### src/rtl/duck_hunt_pkg.sv
// Shared types for the zapper hit-test slice: FSM state encoding and target index helpers.
// No logic of its own; helpers are pure combinational functions.
// No flow control.
package duck_hunt_pkg;

    localparam int TGT_IDX_W   = 2;
    localparam int MAX_TARGETS = 4;

    typedef enum logic [2:0] {
        ST_IDLE,
        ST_WAIT_FRAME,
        ST_BLACK,
        ST_TARGET,
        ST_RESULT,
        ST_REARM
    } shot_state_t;

    // Result of searching the live mask for the next target to show.
    typedef struct packed {
        logic                 found;
        logic [TGT_IDX_W-1:0] idx;
    } live_pick_t;

    // Lowest set bit of mask at or above position 'from'.
    function automatic live_pick_t next_live(input logic [MAX_TARGETS-1:0] mask,
                                             input logic [TGT_IDX_W:0]     from);
        live_pick_t pick;
        pick = '0;
        // Scan downward so the lowest qualifying index is the one kept.
        for (int i = MAX_TARGETS - 1; i >= 0; i--) begin
            if (mask[i] && (i >= int'(from))) begin
                pick.found = 1'b1;
                pick.idx   = TGT_IDX_W'(i);
            end
        end
        return pick;
    endfunction

endpackage

### src/rtl/zapper_shot_sequencer_if.sv
// Bundle of zapper pins, VGA timing, renderer overrides and game-logic result signals.
// Wiring only, no latency.
// No flow control; result pulses are fire-and-forget.
interface zapper_shot_sequencer_if #(
    parameter int NUM_TARGETS = 2
);
    logic                                  trigger_in;
    logic                                  light_in;
    logic                                  frame_start;
    logic                                  visible_in;
    logic [NUM_TARGETS-1:0]                target_live;
    logic                                  force_black;
    logic                                  show_target;
    logic [duck_hunt_pkg::TGT_IDX_W-1:0]   target_sel;
    logic                                  busy;
    logic                                  hit;
    logic [duck_hunt_pkg::TGT_IDX_W-1:0]   hit_id;
    logic                                  miss;

    // Environment side: pins, video timing and game logic.
    modport master (
        output trigger_in, light_in, frame_start, visible_in, target_live,
        input  force_black, show_target, target_sel, busy, hit, hit_id, miss
    );

    // Sequencer side.
    modport slave (
        input  trigger_in, light_in, frame_start, visible_in, target_live,
        output force_black, show_target, target_sel, busy, hit, hit_id, miss
    );
endinterface

### src/rtl/zapper_input_cond.sv
// Synchronises zapper pins, debounces the trigger and detects a sustained light run per frame.
// Trigger: 2 sync + DEBOUNCE_CYCLES to accepted level, fire pulse the cycle after; light: 2 sync + run length.
// No flow control; fire is a single-cycle pulse the consumer must catch.
module zapper_input_cond #(
    parameter int DEBOUNCE_CYCLES = 16,
    parameter int LIGHT_MIN       = 8
) (
    input  logic clk,
    input  logic rst,
    input  logic trigger_raw,
    input  logic light_raw,
    input  logic frame_start,
    input  logic visible_in,
    output logic trig_level,
    output logic trig_fire,
    output logic seen
);
    localparam int DB_W = $clog2(DEBOUNCE_CYCLES + 1);
    localparam int LC_W = $clog2(LIGHT_MIN + 1);

    logic            trig_s1, trig_s2, trig_prev;
    logic            light_s1, light_s2;
    logic [DB_W-1:0] db_cnt;
    logic [LC_W-1:0] light_cnt;

    // Trigger sync and debounce. Reset assumes "pulled" so a trigger held
    // through reset must be released before it can ever fire.
    always_ff @(posedge clk) begin
        if (rst) begin
            trig_s1    <= 1'b0;
            trig_s2    <= 1'b0;
            trig_level <= 1'b0;
            trig_prev  <= 1'b0;
            db_cnt     <= '0;
        end else begin
            trig_s1   <= trigger_raw;
            trig_s2   <= trig_s1;
            trig_prev <= trig_level;
            if (trig_s2 == trig_level) begin
                db_cnt <= '0;
            end else if (db_cnt == DB_W'(DEBOUNCE_CYCLES - 1)) begin
                trig_level <= trig_s2;
                db_cnt     <= '0;
            end else begin
                db_cnt <= db_cnt + 1'b1;
            end
        end
    end

    // Trigger is active-low: a shot fires on the accepted 1->0 edge.
    assign trig_fire = trig_prev & ~trig_level;

    // Light run counter; runs never span a frame boundary.
    always_ff @(posedge clk) begin
        if (rst) begin
            light_s1  <= 1'b1;
            light_s2  <= 1'b1;
            light_cnt <= '0;
            seen      <= 1'b0;
        end else begin
            light_s1 <= light_raw;
            light_s2 <= light_s1;
            if (frame_start) begin
                light_cnt <= '0;
                seen      <= 1'b0;
            end else if (light_s2) begin
                light_cnt <= '0;
            end else if (visible_in && (light_cnt != LC_W'(LIGHT_MIN))) begin
                light_cnt <= light_cnt + 1'b1;
                if (light_cnt == LC_W'(LIGHT_MIN - 1)) begin
                    seen <= 1'b1;
                end
            end
        end
    end

endmodule

### src/rtl/zapper_shot_sequencer.sv
// Runs a Duck Hunt hit test: one black frame, then one white-box frame per live target.
// Result pulses one cycle after the deciding frame_start; zero-mask shots miss one cycle after fire.
// No flow control; new trigger edges are ignored until the trigger is released after a shot.
module zapper_shot_sequencer
    import duck_hunt_pkg::*;
#(
    parameter int NUM_TARGETS     = 2,
    parameter int DEBOUNCE_CYCLES = 16,
    parameter int LIGHT_MIN       = 8
) (
    input  logic                     clk,
    input  logic                     rst,
    zapper_shot_sequencer_if.slave   bus
);
    shot_state_t            state;
    logic [MAX_TARGETS-1:0] mask;
    logic [MAX_TARGETS-1:0] live_ext;
    logic                   trig_level, trig_fire, seen;
    live_pick_t             first_pick, next_pick;

    zapper_input_cond #(
        .DEBOUNCE_CYCLES (DEBOUNCE_CYCLES),
        .LIGHT_MIN       (LIGHT_MIN)
    ) u_cond (
        .clk         (clk),
        .rst         (rst),
        .trigger_raw (bus.trigger_in),
        .light_raw   (bus.light_in),
        .frame_start (bus.frame_start),
        .visible_in  (bus.visible_in),
        .trig_level  (trig_level),
        .trig_fire   (trig_fire),
        .seen        (seen)
    );

    assign live_ext   = MAX_TARGETS'(bus.target_live);
    assign first_pick = next_live(mask, '0);
    assign next_pick  = next_live(mask, {1'b0, bus.target_sel} + 3'd1);

    // Shot sequencing FSM; all renderer and result outputs are registered here.
    always_ff @(posedge clk) begin
        if (rst) begin
            state           <= ST_REARM;
            mask            <= '0;
            bus.force_black <= 1'b0;
            bus.show_target <= 1'b0;
            bus.target_sel  <= '0;
            bus.busy        <= 1'b0;
            bus.hit         <= 1'b0;
            bus.hit_id      <= '0;
            bus.miss        <= 1'b0;
        end else begin
            bus.hit  <= 1'b0;
            bus.miss <= 1'b0;
            case (state)
                ST_IDLE: begin
                    if (trig_fire) begin
                        mask <= live_ext;
                        if (live_ext == '0) begin
                            bus.miss <= 1'b1;
                            state    <= ST_RESULT;
                        end else begin
                            bus.busy <= 1'b1;
                            state    <= ST_WAIT_FRAME;
                        end
                    end
                end
                ST_WAIT_FRAME: begin
                    if (bus.frame_start) begin
                        bus.force_black <= 1'b1;
                        state           <= ST_BLACK;
                    end
                end
                ST_BLACK: begin
                    if (bus.frame_start) begin
                        bus.force_black <= 1'b0;
                        // Light on an all-black screen means a lamp, not a target.
                        if (seen || !first_pick.found) begin
                            bus.miss <= 1'b1;
                            bus.busy <= 1'b0;
                            state    <= ST_RESULT;
                        end else begin
                            bus.show_target <= 1'b1;
                            bus.target_sel  <= first_pick.idx;
                            state           <= ST_TARGET;
                        end
                    end
                end
                ST_TARGET: begin
                    if (bus.frame_start) begin
                        if (seen) begin
                            bus.hit         <= 1'b1;
                            bus.hit_id      <= bus.target_sel;
                            bus.show_target <= 1'b0;
                            bus.target_sel  <= '0;
                            bus.busy        <= 1'b0;
                            state           <= ST_RESULT;
                        end else if (next_pick.found) begin
                            bus.target_sel <= next_pick.idx;
                        end else begin
                            bus.miss        <= 1'b1;
                            bus.show_target <= 1'b0;
                            bus.target_sel  <= '0;
                            bus.busy        <= 1'b0;
                            state           <= ST_RESULT;
                        end
                    end
                end
                ST_RESULT: begin
                    state <= ST_REARM;
                end
                ST_REARM: begin
                    if (trig_level) begin
                        state <= ST_IDLE;
                    end
                end
                default: begin
                    state <= ST_REARM;
                end
            endcase
        end
    end

endmodule
### src/flat_wrapper.sv
// flat-port wrapper written by rule: the top's interface ports become plain ports
module zapper_shot_sequencer_flat import duck_hunt_pkg::*;
#(
    parameter int NUM_TARGETS     = 2,
    parameter int DEBOUNCE_CYCLES = 16,
    parameter int LIGHT_MIN       = 8
)
  (clk, rst, bus_trigger_in, bus_light_in, bus_frame_start, bus_visible_in, bus_target_live, bus_force_black, bus_show_target, bus_target_sel, bus_busy, bus_hit, bus_hit_id, bus_miss);
  zapper_shot_sequencer_if #(.NUM_TARGETS(NUM_TARGETS)) bus_i ();
  input  logic clk;
  input  logic rst;
  input wire logic [$bits(bus_i.trigger_in)-1:0] bus_trigger_in;
  input wire logic [$bits(bus_i.light_in)-1:0] bus_light_in;
  input wire logic [$bits(bus_i.frame_start)-1:0] bus_frame_start;
  input wire logic [$bits(bus_i.visible_in)-1:0] bus_visible_in;
  input wire logic [$bits(bus_i.target_live)-1:0] bus_target_live;
  output wire logic [$bits(bus_i.force_black)-1:0] bus_force_black;
  output wire logic [$bits(bus_i.show_target)-1:0] bus_show_target;
  output wire logic [$bits(bus_i.target_sel)-1:0] bus_target_sel;
  output wire logic [$bits(bus_i.busy)-1:0] bus_busy;
  output wire logic [$bits(bus_i.hit)-1:0] bus_hit;
  output wire logic [$bits(bus_i.hit_id)-1:0] bus_hit_id;
  output wire logic [$bits(bus_i.miss)-1:0] bus_miss;
  assign bus_i.trigger_in = bus_trigger_in;
  assign bus_i.light_in = bus_light_in;
  assign bus_i.frame_start = bus_frame_start;
  assign bus_i.visible_in = bus_visible_in;
  assign bus_i.target_live = bus_target_live;
  assign bus_force_black = bus_i.force_black;
  assign bus_show_target = bus_i.show_target;
  assign bus_target_sel = bus_i.target_sel;
  assign bus_busy = bus_i.busy;
  assign bus_hit = bus_i.hit;
  assign bus_hit_id = bus_i.hit_id;
  assign bus_miss = bus_i.miss;
  zapper_shot_sequencer #(.NUM_TARGETS(NUM_TARGETS), .DEBOUNCE_CYCLES(DEBOUNCE_CYCLES), .LIGHT_MIN(LIGHT_MIN)) u_core (.clk(clk), .rst(rst), .bus(bus_i));
endmodule
### config.mk
export PLATFORM = sky130hd
export DESIGN_NAME = zapper_shot_sequencer_flat
export DESIGN_NICKNAME = d
export VERILOG_FILES = /design/src/rtl/duck_hunt_pkg.sv /design/src/rtl/zapper_shot_sequencer_if.sv /design/src/rtl/zapper_input_cond.sv /design/src/rtl/zapper_shot_sequencer.sv /design/src/flat_wrapper.sv
export SDC_FILE = /design/constraint.sdc
export NUM_CORES = 1
export LEC_CHECK = 0
export BUFFER_PORTS_ARGS = -buffer_cell sky130_fd_sc_hd__buf_2
export CAP_MARGIN = 0
export CORE_ASPECT_RATIO = 1.1
export CORE_MARGIN = 5
export CORE_UTILIZATION = 60
export CTS_CLUSTER_SIZE = 10
export DETAILED_ROUTE_END_ITERATION = 8
export PLACE_DENSITY_LB_ADDON = 0.15
export SETUP_SLACK_MARGIN = 0.02
export SLEW_MARGIN = 20
export SYNTH_ARGS = -nofsm -noshare
export SYNTH_HDL_FRONTEND = slang
export SYNTH_HIERARCHICAL = 1
export SYNTH_SLANG_ARGS = --single-unit
### constraint.sdc
create_clock -name clk -period 3.5 [get_ports clk]
set_input_delay 0.35 -clock clk [delete_from_list [all_inputs] [get_ports clk]]
set_output_delay 0.35 -clock clk [all_outputs]
set_load 0.01 [all_outputs]
Yosys cells after proc, flatten, opt, wreduce, memory -nomap -nowiden
Index checks and enable logic that the tools add are counted.

Add/sub/neg operators: 3. Equality and inequality tests: 17. Multiplexer cells: 43. Reduce and logical (&&, ||, !) cells: 23. Magnitude comparators: 2. Bitwise logic cells: 6.

Operator list (count): 3-bit 2-to-1 mux (13); 1-bit 2-to-1 mux (19); 3-bit case mux with 5 select lines (1); 2-bit inequality test (second input constant) (6); 2-bit 2-to-1 mux (5); 3-bit AND reduction (3); 3-bit OR reduction (3); 7-bit AND reduction (1); 3-bit by 2-bit equality test with 1-bit output (second input constant) (2); 1-bit by 3-bit >= comparator with 1-bit output (first input constant) (2); 1-bit case mux with 3 select lines (2); 6-bit AND reduction (1); 5-bit by 1-bit adder with 5-bit output (second input constant) (1); 5-bit by 4-bit equality test with 1-bit output (second input constant) (1); 1-bit NOT (5); 5-bit AND reduction (1); 4-bit by 1-bit adder with 4-bit output (second input constant) (1); 4-bit by 3-bit equality test with 1-bit output (second input constant) (1); 4-bit zero test (1); 2-bit by 1-bit inequality test with 1-bit output (second input constant) (2); 4-bit inequality test (second input constant) (1); 1-bit case mux with 2 select lines (2); 2-bit case mux with 2 select lines (1); 2-bit AND reduction (2); 14 further kinds (17).

Logic and storage cells: 112. Input bits: 8. Output and inout bits: 9. Bits in registers: 30.

Depth between registers and ports, before layout
Depth after elaboration: 9. Gate-level depth with buffers: 5. Mapped depth without buffers: 5.

Hierarchy
The synthesis kept the hierarchy.

By module, submodules not included: zapper_shot_sequencer (cells each 86, sequential area each 240.2 µm², instances 1, area an instance 742.0 µm²); zapper_input_cond (cells each 64, sequential area each 320.3 µm², instances 1, area an instance 635.6 µm²).

Worst setup path after synthesis
Ideal clock, no wire load.

Path type: reg-to-reg. From: reg u_core.u_cond.trig_level. To: reg u_core.state[2]. Data required time: 3380 ps. Cell stages (with the launch flop): 6. Data arrival time: 1418 ps. Setup time: 120 ps. Setup slack: 1962 ps. Buffers on the path: 0. Path through: dfxtp_1 > and2b_2 > or4_1 > o211ai_2 > nor2_2 > a211o_1.

Word-level cells in the longest chain between the ends: 4.

RTL lines: start, declared (line zapper_input_cond.sv:14) `output logic trig_level,`; start signal, assigned (line zapper_input_cond.sv:42) `trig_level <= trig_s2;`; 1-bit NOT (line zapper_input_cond.sv:51) `assign trig_fire = trig_prev & ~trig_level;`; 1-bit AND (line zapper_input_cond.sv:51); named net u_core.trig_fire (line zapper_shot_sequencer.sv:18) `logic trig_level, trig_fire, seen;`; 2-bit by 1-bit inequality test with 1-bit output (no source line); 6-bit AND reduction (no source line); end signal, assigned (line zapper_shot_sequencer.sv:43) `state <= ST_REARM;`; end signal, assigned (line zapper_shot_sequencer.sv:61) `state <= ST_RESULT;`; end signal, assigned (line zapper_shot_sequencer.sv:64) `state <= ST_WAIT_FRAME;`; end, declared (line zapper_shot_sequencer.sv:15) `shot_state_t state;`.

The timed path passes the listed nets, and every way through them passes these cells. A chain may end at the register's enable or synchronous reset.

Final worst setup path
From: reg u_core.state[0]. To: reg u_core.state[2].

Word-level cells in the longest chain between the ends: 3.

RTL lines: 3-bit by 2-bit equality test with 1-bit output, or another cell as far along (line zapper_shot_sequencer.sv:55) `case (state)`; 3-bit inequality test (no source line), or another cell as far along; 6-bit AND reduction (no source line).

Several ways; a longest one is shown, not always the timed one.

==> results.md <==
- Post-route DRC: 0
- Post-DP Area: 0.001444 sq mm
- Mean area per synthesized cell: 9.184 sq um
- Yosys top cell by area: dfxtp_1
- Seq/Total Area, Yosys: 0.4069
- Critical Path Fanout Max: 21
- Outcome: completed
- Max-cap viol count: 0
- Antenna violations before repair: 0
- Highest Clock Rate: 523.8 MHz
- WHS: 0.2196 ns
- Pre-CTS setup slack: 1.649 ns
- Clk pwr share: 0.170
- Synth Register Bits: 28
- Starting Density: 0.6178
- Finished Core Util: 0.6577
- Vias in the first global route: 1019
- Class of the tightest hold or removal check: input port to register
- Antenna cell count: 0
- Routed WL: 2.522 mm
- Worst Skew: 0.003535 ns
- Die Height: 60.26 um
- Die width: 55.69 um
- Root Buffer: clkbuf_4
- ANT nets after route: 0
- Setup TNS Final: 0 ns
- Slew Limit Fails: 0
- Mean routed wirelength per cell: 13.20 um
- Most used DFF post-synth: dfxtp_1
- First-pass GRT wire length: 4.512 mm
- Total number of vias: 1111
- Comb pwr share: 0.264
- PortBufs: 14
- Count of cell types in the netlist: 50
- Vias per cell: 5.817
- WP data arrival: 2.13 ns
- Placeable Area: 0.002230 sq mm
- Initial DRC count: 33
- TritonCTS clock tree: done
- GPL Wtd Cong: 0.8885
- Synth cell count leaders: dfxtp_1, nor2_1, inv_1
- Total iterations of the first detailed-routing run: 4
- Pleak: 0.5987 nW
- CP Class: register to register
- Period utilization: 0.5455
- DP Wirelength: 1.860 mm
- Cells after Synth: 150
- Final hold violation count: 0
- Sequential power share: 0.566
- CTS resizes: 0
- Fin worst setup slack: 1.591 ns
- Share of the synthesized area in the top cell type: 0.4069
- Int Power: 0.0004744 W
- Slew Limit Headroom: 0.5316
- Clk buf depth: 2
- RSZ-0062 raised after global routing: no
- Design area: 0.001466 sq mm
- Crit path required time: 3.72 ns
- Switching power of the nets: 0.0002515 W
- Die area: 0.003355 sq mm
- Rows: 18
- Area delta synth->final: 6.449%
- Largest net degree at the start of global routing: 23
- Setup bufs post-CTS: 0
- Nets@finish: 175
- Most common cell in the netlist: dfxtp_1
- Clk slew on worst S/H paths: 0.13 ns
- Tightest Pin Transition: 0.7016 ns
- IO Pins: 17
- GRT overflow: 0
- Shortest period the worst path allows: 1.909 ns
- Crit start category: register
- Clk_lat worst skew: 0.31 ns
- Ys async rst share: 0
- Num Clock Sinks: 28
- Switch share: 0.3465
- Peak supply drop: 0.5320 mV
- Post-synth EDFFs: 0
- Power Density: 495.0 mW/mm^2
- GRT Overall Usage: 0.1677
- # setup viols final: 0
- H-Tree Depth: 1
- # hold bufs at CTS: 0
- Fraction of layout instances using a drive strength above 1: 0.1739
- CTS Buf Count: 3
- Synthesized area: 0.001378 sq mm
- Yosys warning count: 6
- Top post-synthesis cells by area: dfxtp_1, nor2_1, ha_1
- CP endpoint kind: register
-- worst paths after layout --
check | startpoint | slack, ns | cells past startpoint | end
worst max-delay path | u_core/state[0]$_SDFFE_PP1P_ | 1.59 | 4 | u_core/state[2]$_SDFFE_PP1P_
worst min-delay path | bus_light_in | 0.22 | 2 | u_core/u_cond/light_s1$_SDFF_PP1_
worst max register to register | u_core/state[0]$_SDFFE_PP1P_ | 1.59 | 4 | u_core/state[2]$_SDFFE_PP1P_
worst min register to register | u_core/u_cond/light_s1$_SDFF_PP1_ | 0.43 | 1 | u_core/u_cond/light_s2$_SDFF_PP1_
-- state kept, by name, indices dropped and copies added (netlist names), 2 cells and up --
name                     flops
u_core/state                 3
u_core/u_cond/db_cnt         5
u_core/mask                  2
u_core/u_cond/light_cnt      4
-- layout make-up --
| class | instances | area [sq um] |
|---|---|---|
| repair buffers | 14 | 70.07 |
| clock buffers | 3 | 22.52 |
| multi-input cells | 106 | 738.2 |
| fillers | 204 | 763.2 |
| well taps | 30 | 37.54 |
| inverters | 10 | 37.54 |
| flip-flops and latches | 28 | 560.5 |
-- per-layer routing --
metal / GRT usage / up-vias / part of all wire
li1: - / 553 / -
met1: 0.2105 / 526 / 0.43
met2: 0.2939 / 30 / 0.50
met3: 0.02160 / 2 / 0.057
met4: 0.06597 / 0 / 0.0056
met5: 0 / - / 0
-- worst max-delay path, stage by stage, from the launching register on --
cell      delay [ns]
dfxtp_1         0.80
or4bb_1         0.57
o211ai_2        0.12
nor2_2          0.08
a211o_1         0.25
-- cells in the final DEF, fill, tap and decap left out, types with 3 or more instances in the layout --
master,instances
dfxtp_1,28
nand2_1,4
ha_1,4
inv_1,10
clkbuf_4,3
and3b_1,3
a21oi_1,4
mux2i_1,5
nor3_1,4
xnor2_1,3
nor2_1,20
nand3_1,5
buf_2,14
o21ai_0,7
or2_2,3
-- through the flow --
stage               total power (W)  cells
global placement          0.0005998    188
global route              0.0007767    191
floorplan                 0.0005804    151
detailed placement        0.0006062    188
CTS                       0.0007305    191
finish                    0.0007259    191
-- logic make-up after synthesis --
group | synth area share
adders and majority gates | 0.03633
xor gates and xnor gates | 0.02544
AOI/OAI and AO/OA | 0.1726
DFF | 0.4069
buffers and inverters | 0.05994
other | 0.002722
and+or+nand+nor | 0.2598
muxes | 0.03633
-- power groups by stage --
stage	Combinational, W	Sequential [W]	Clock, W
after floorplan	0.000215	0.000366	0
after global placement	0.000186	0.000414	0
after detailed placement	0.000190	0.000417	0
after CTS	0.000191	0.000409	0.000130
after global routing	0.000212	0.000419	0.000146
final	0.000192	0.000411	0.000123
Power figures use the tool's default switching activity.
